### src/rtl/miriscv_int_controller.sv
// Core-side interrupt responder: round-robin scan of masked request lines,
// single in-flight interrupt tracked through acknowledge and mret.
module miriscv_int_controller #(
  parameter int N_INT = 32
) (
  input  logic             clk_i,
  input  logic             rst_n_i,
  input  logic [N_INT-1:0] int_req_i,
  input  logic [N_INT-1:0] mie_i,
  input  logic             int_ack_i,
  input  logic             int_rst_i,
  output logic             int_o,
  output logic [31:0]      mcause_o,
  output logic [N_INT-1:0] int_fin_o
);

  localparam int IW = $clog2(N_INT);

  typedef enum logic [1:0] {
    SCAN,
    PENDING,
    SERVICE
  } state_e;

  state_e           state_q, state_d;
  logic [IW-1:0]    cnt_q, cnt_d;
  logic [IW-1:0]    idx_q, idx_d;
  logic             int_q, int_d;
  logic [31:0]      mcause_q, mcause_d;
  logic [N_INT-1:0] fin_q, fin_d;

  always_ff @(posedge clk_i or negedge rst_n_i) begin
    if (!rst_n_i) begin
      state_q  <= SCAN;
      cnt_q    <= '0;
      idx_q    <= '0;
      int_q    <= 1'b0;
      mcause_q <= '0;
      fin_q    <= '0;
    end else begin
      state_q  <= state_d;
      cnt_q    <= cnt_d;
      idx_q    <= idx_d;
      int_q    <= int_d;
      mcause_q <= mcause_d;
      fin_q    <= fin_d;
    end
  end

  always_comb begin
    state_d  = state_q;
    cnt_d    = cnt_q;
    idx_d    = idx_q;
    int_d    = int_q;
    mcause_d = mcause_q;
    fin_d    = '0;

    case (state_q)
      SCAN: begin
        int_d    = 1'b0;
        mcause_d = '0;
        if (int_req_i[cnt_q] & mie_i[cnt_q]) begin
          idx_d    = cnt_q;
          state_d  = PENDING;
          int_d    = 1'b1;
          mcause_d = {1'b1, {(31-IW){1'b0}}, cnt_q};
        end else begin
          cnt_d = cnt_q + IW'(1);
        end
      end

      // Ack wins over a simultaneous withdrawal; mret is meaningless here.
      PENDING: begin
        if (int_ack_i) begin
          state_d = SERVICE;
          int_d   = 1'b0;
        end else if (!(int_req_i[idx_q] & mie_i[idx_q])) begin
          state_d  = SCAN;
          int_d    = 1'b0;
          mcause_d = '0;
          cnt_d    = idx_q + IW'(1);
        end
      end

      // Restarting the sweep after the serviced line makes it examined last.
      SERVICE: begin
        if (int_rst_i) begin
          state_d  = SCAN;
          mcause_d = '0;
          fin_d    = N_INT'(1) << idx_q;
          cnt_d    = idx_q + IW'(1);
        end
      end

      default: begin
        state_d  = SCAN;
        int_d    = 1'b0;
        mcause_d = '0;
        cnt_d    = '0;
      end
    endcase
  end

  assign int_o     = int_q;
  assign mcause_o  = mcause_q;
  assign int_fin_o = fin_q;

endmodule

### config.mk
export PLATFORM = sky130hd
export DESIGN_NAME = miriscv_int_controller
export DESIGN_NICKNAME = d
export VERILOG_FILES = /design/src/rtl/miriscv_int_controller.sv
export SDC_FILE = /design/constraint.sdc
export NUM_CORES = 1
export LEC_CHECK = 0
export BUFFER_PORTS_ARGS = -buffer_cell sky130_fd_sc_hd__buf_2
export CORE_MARGIN = 2
export CORE_UTILIZATION = 52
export DETAILED_ROUTE_END_ITERATION = 7
export HOLD_SLACK_MARGIN = 0.08
export PLACE_DENSITY = 0.86
export SYNTH_ARGS = -nofsm -noshare
export SYNTH_HDL_FRONTEND = slang
export SYNTH_SLANG_ARGS = --single-unit
### constraint.sdc
create_clock -name clk_i -period 8.15 [get_ports clk_i]
set_clock_uncertainty 0.2 [all_clocks]
set_input_delay 1.63 -clock clk_i [delete_from_list [all_inputs] [get_ports clk_i]]
set_output_delay 1.63 -clock clk_i [all_outputs]
set_load 0.05 [all_outputs]
==> impl_results.md <==
- FFs w/ async S/R, synth: 100%
- Seq pwr share: 36.1%
- Routability Congestion: 0.853
- RSZ-0062 raised after global routing: no
- # setup viols final: 0
- Slew Viols, Final: 0
- Starting density of the core: 53.2%
- Reg2Reg Launch Point: idx_q[1]$_DFFE_PN0P_
- Post-Place Cells: 502
- Synthesized flop and latch total: 51
- Hold Vio Cnt, Final: 0
- Setup slack, reg-to-reg: 4530 ps
- Mapped Area: 3090 µm²
- Setup TNS: 0 ps
- Row count: 28
- Slowest CP cell: o31a_1
- Slowest cell delay on critical path: 550 ps
- Via Count: 2,730
- Clk network pwr share: 13.2%
- Worst r2r dst: cnt_q[3]$_DFFE_PN0P_
- CTS resizes: 0
- Minimum clock period: 4070 ps
- Post-CTS setup buffer count: 0
- PwrDens: 320 nW/µm²
- Vert. Die Dim: 81.1 µm
- Worst-Skew Late Latency: 310 ps
- Most frequent cells in the layout: 106 x buf_2, 54 x nand2_1, 51 x dfrtp_1
- Startpoint Class: input pin
- Post-DRT Antenna Nets: 0
- First drt pass iteration count: 4
- Setup CP Type: input pin to flip-flop
- Sequential cell area: 1280 µm²
- Placement Setup Slack: 3770 ps
- Number of fill cells: 532
- Root buf cell: clkbuf_8
- Final period util: 50.0%
- Hold depth: 2
- Diode count: 0
- Largest net degree at the start of global routing: 52
- Post-layout util: 61.7%
- Global Route Usage Sum: 23.3%
- Max-Cap Viols: 0
- Number of vias per cell: 5.35
- Core box area: 5820 µm²
- Critical path data arrival time: 4060 ps
- Worst setup margin: 4080 ps
- CTS Hold Bufs: 0
- Yosys warnings: 0
- Most common cell after layout, fill and taps aside: buf_2
- Multi-input gate area: 1560 µm²
- Max Freq: 246 MHz
- Sw Share: 48.1%
- CTS tree: built
- I/O pin count: 133
- Initial antenna violation count: 0
- I/O Buffers: 106
- Clock transition at path regs: 90 ps
- PnR Total Power: 0.00115 W
- Final Non-Filler Cells: 510
- Vias in the first global route: 2,650
- Mapped Cells: 344
- Gr ovfl total: 0
- Hold Path End: mcause_o[4]$_DFFE_PN0P_
- Sw Pwr: 0.000553 W
- Worst Path Max Fanout: 14
- Die ar.: 6580 µm²
- Share of cells above drive strength 1: 30.1%
- DRT Wirelength: 7.18 mm
- Mean Syn Cell Area: 8.99 µm²
- Comb pwr share: 50.7%
- Hold WC Path Type: flip-flop to flip-flop
- CP Capture Type: flip-flop
- DPL Wire Length: 5.51 mm
- Cells along the critical path: buf_2 > nand2_1 > mux4_2 > o2bb2ai_1 > nor4_1 > o31a_1 > or2_1 > o221a_1 > o31ai_2
- Chip width: 81.1 µm
- Cts bufs inserted: 5
- Area added between synthesis and finish: 16.0%
- P_leak: 1.82 nW
- Drt drc: 0
- Peak VDD IR: 266 µV
- Worst path required time: 8140 ps
- Hold path startpoint: mcause_o[4]$_DFFE_PN0P_
- Worst Max-Slew Pin Slew: 1060 ps
- Status: complete, no violations
- Worst-case clock buffer depth: 2
- Cells on worst reg2reg path: 7
- Internal power: 0.000596 W
- First-pass GRT wire length: 12.1 mm
- Clock Sinks: 51
- Layout Nets: 507
- Htree depth: 2
- Number of flops mapped to enable cells by yosys: 0
- Seq/Total Area, Yosys: 41.3%
- Slew Limit Headroom: 29.2%
- Routed len/inst: 14.1 µm
- Post-synth cell types: 54
- Iter 0 DRT Violations: 159
- Top FF cell, synth: dfrtp_1
## stage by stage
stage          hold WS [ps]  area [µm²]
6_report                291        3590
5_1_grt                 326        3590
4_1_cts                 300        3590
3_5_place_dp            266        3490
3_3_place_gp            266        3490
2_1_floorplan           321        3190
## Yosys cell counts, types with 3 or more instances
cell type / number / area share (%)
a41oi_1: 3 / 0.85
o31ai_1: 3 / 0.73
buf_4: 26 / 6.3
mux4_2: 5 / 3.6
nand2_1: 54 / 6.6
buf_6: 5 / 1.8
o31a_1: 3 / 0.85
nand3_1: 18 / 2.9
o21ai_0: 20 / 3.2
nor4_1: 3 / 0.61
and3b_1: 3 / 0.85
ha_1: 5 / 2.0
mux2_2: 9 / 3.3
nor2_1: 41 / 5.0
inv_1: 8 / 0.97
o211ai_1: 9 / 2.2
o2111ai_1: 4 / 1.1
dfrtp_1: 51 / 41
buf_2: 5 / 0.81
a21oi_1: 8 / 1.3
xnor2_1: 3 / 0.85
nand2b_1: 6 / 1.2
nor2b_1: 4 / 0.81
clkbuf_1: 10 / 1.2
o21ai_1: 3 / 0.49
## area by class of cell
class                   count  area share [%]
well taps                  75            2.62
clock inverters             3           0.803
inverters                   8           0.837
flip-flops and latches     51            35.6
clock buffers               5            1.92
multi-input cells         262            43.4
repair buffers            106            14.8
## sequential cells by signal, summed over array words and instances, names as in the netlist
register	cells
cnt_q	5
idx_q	5
int_fin_o	32
int_o	1
mcause_o	6
state_q	2
## power by group through the flow
stage | clock [W] | sequential [W] | combinational, W
after global placement | 0 | 0.000416 | 0.000565
after detailed placement | 0 | 0.000417 | 0.000580
after global routing | 0.000165 | 0.000427 | 0.000644
after floorplan | 0 | 0.000376 | 0.000546
final | 0.000152 | 0.000415 | 0.000582
after CTS | 0.000156 | 0.000412 | 0.000582
## critical path: cells and delay by family
family,cells,cell delay (ps)
AOI/OAI and AO/OA,4,1030
and+or+nand+nor,3,850
muxes,1,460
buffers and inverters,1,90
## kinds of logic (layout without fill, tap and decap cells)
group | count (synthesis) | after routing | synth area share, %
mux | 15 | 15 | 7.24
compound gates | 69 | 69 | 15.4
other cells | 1 | 26 | 0.121
xor+xnor | 3 | 3 | 0.850
fa+ha+maj | 5 | 5 | 2.02
buf+inv | 56 | 122 | 11.4
simple gates | 144 | 144 | 21.7
flops | 51 | 51 | 41.3
## worst max path at each step
stage | from | end | slack (ps) | cells after the start
finish | int_req_i[12] | cnt_q[3]$_DFFE_PN0P_ | 4080 | 9
global route | int_req_i[13] | cnt_q[3]$_DFFE_PN0P_ | 3880 | 9
CTS | mie_i[12] | cnt_q[3]$_DFFE_PN0P_ | 4100 | 9
detailed placement | mie_i[12] | cnt_q[3]$_DFFE_PN0P_ | 3770 | 9
global placement | mie_i[13] | cnt_q[3]$_DFFE_PN0P_ | 3880 | 9
floorplan | mie_i[20] | cnt_q[3]$_DFFE_PN0P_ | 4340 | 9
## layer usage
layer  global-route usage (%)  wire, µm
met5                        0         0
met4                     6.61        46
met3                     3.33       485
met2                     41.5      3740
met1                     29.5      2910
No activity file was read; power rests on OpenSTA's default activity.
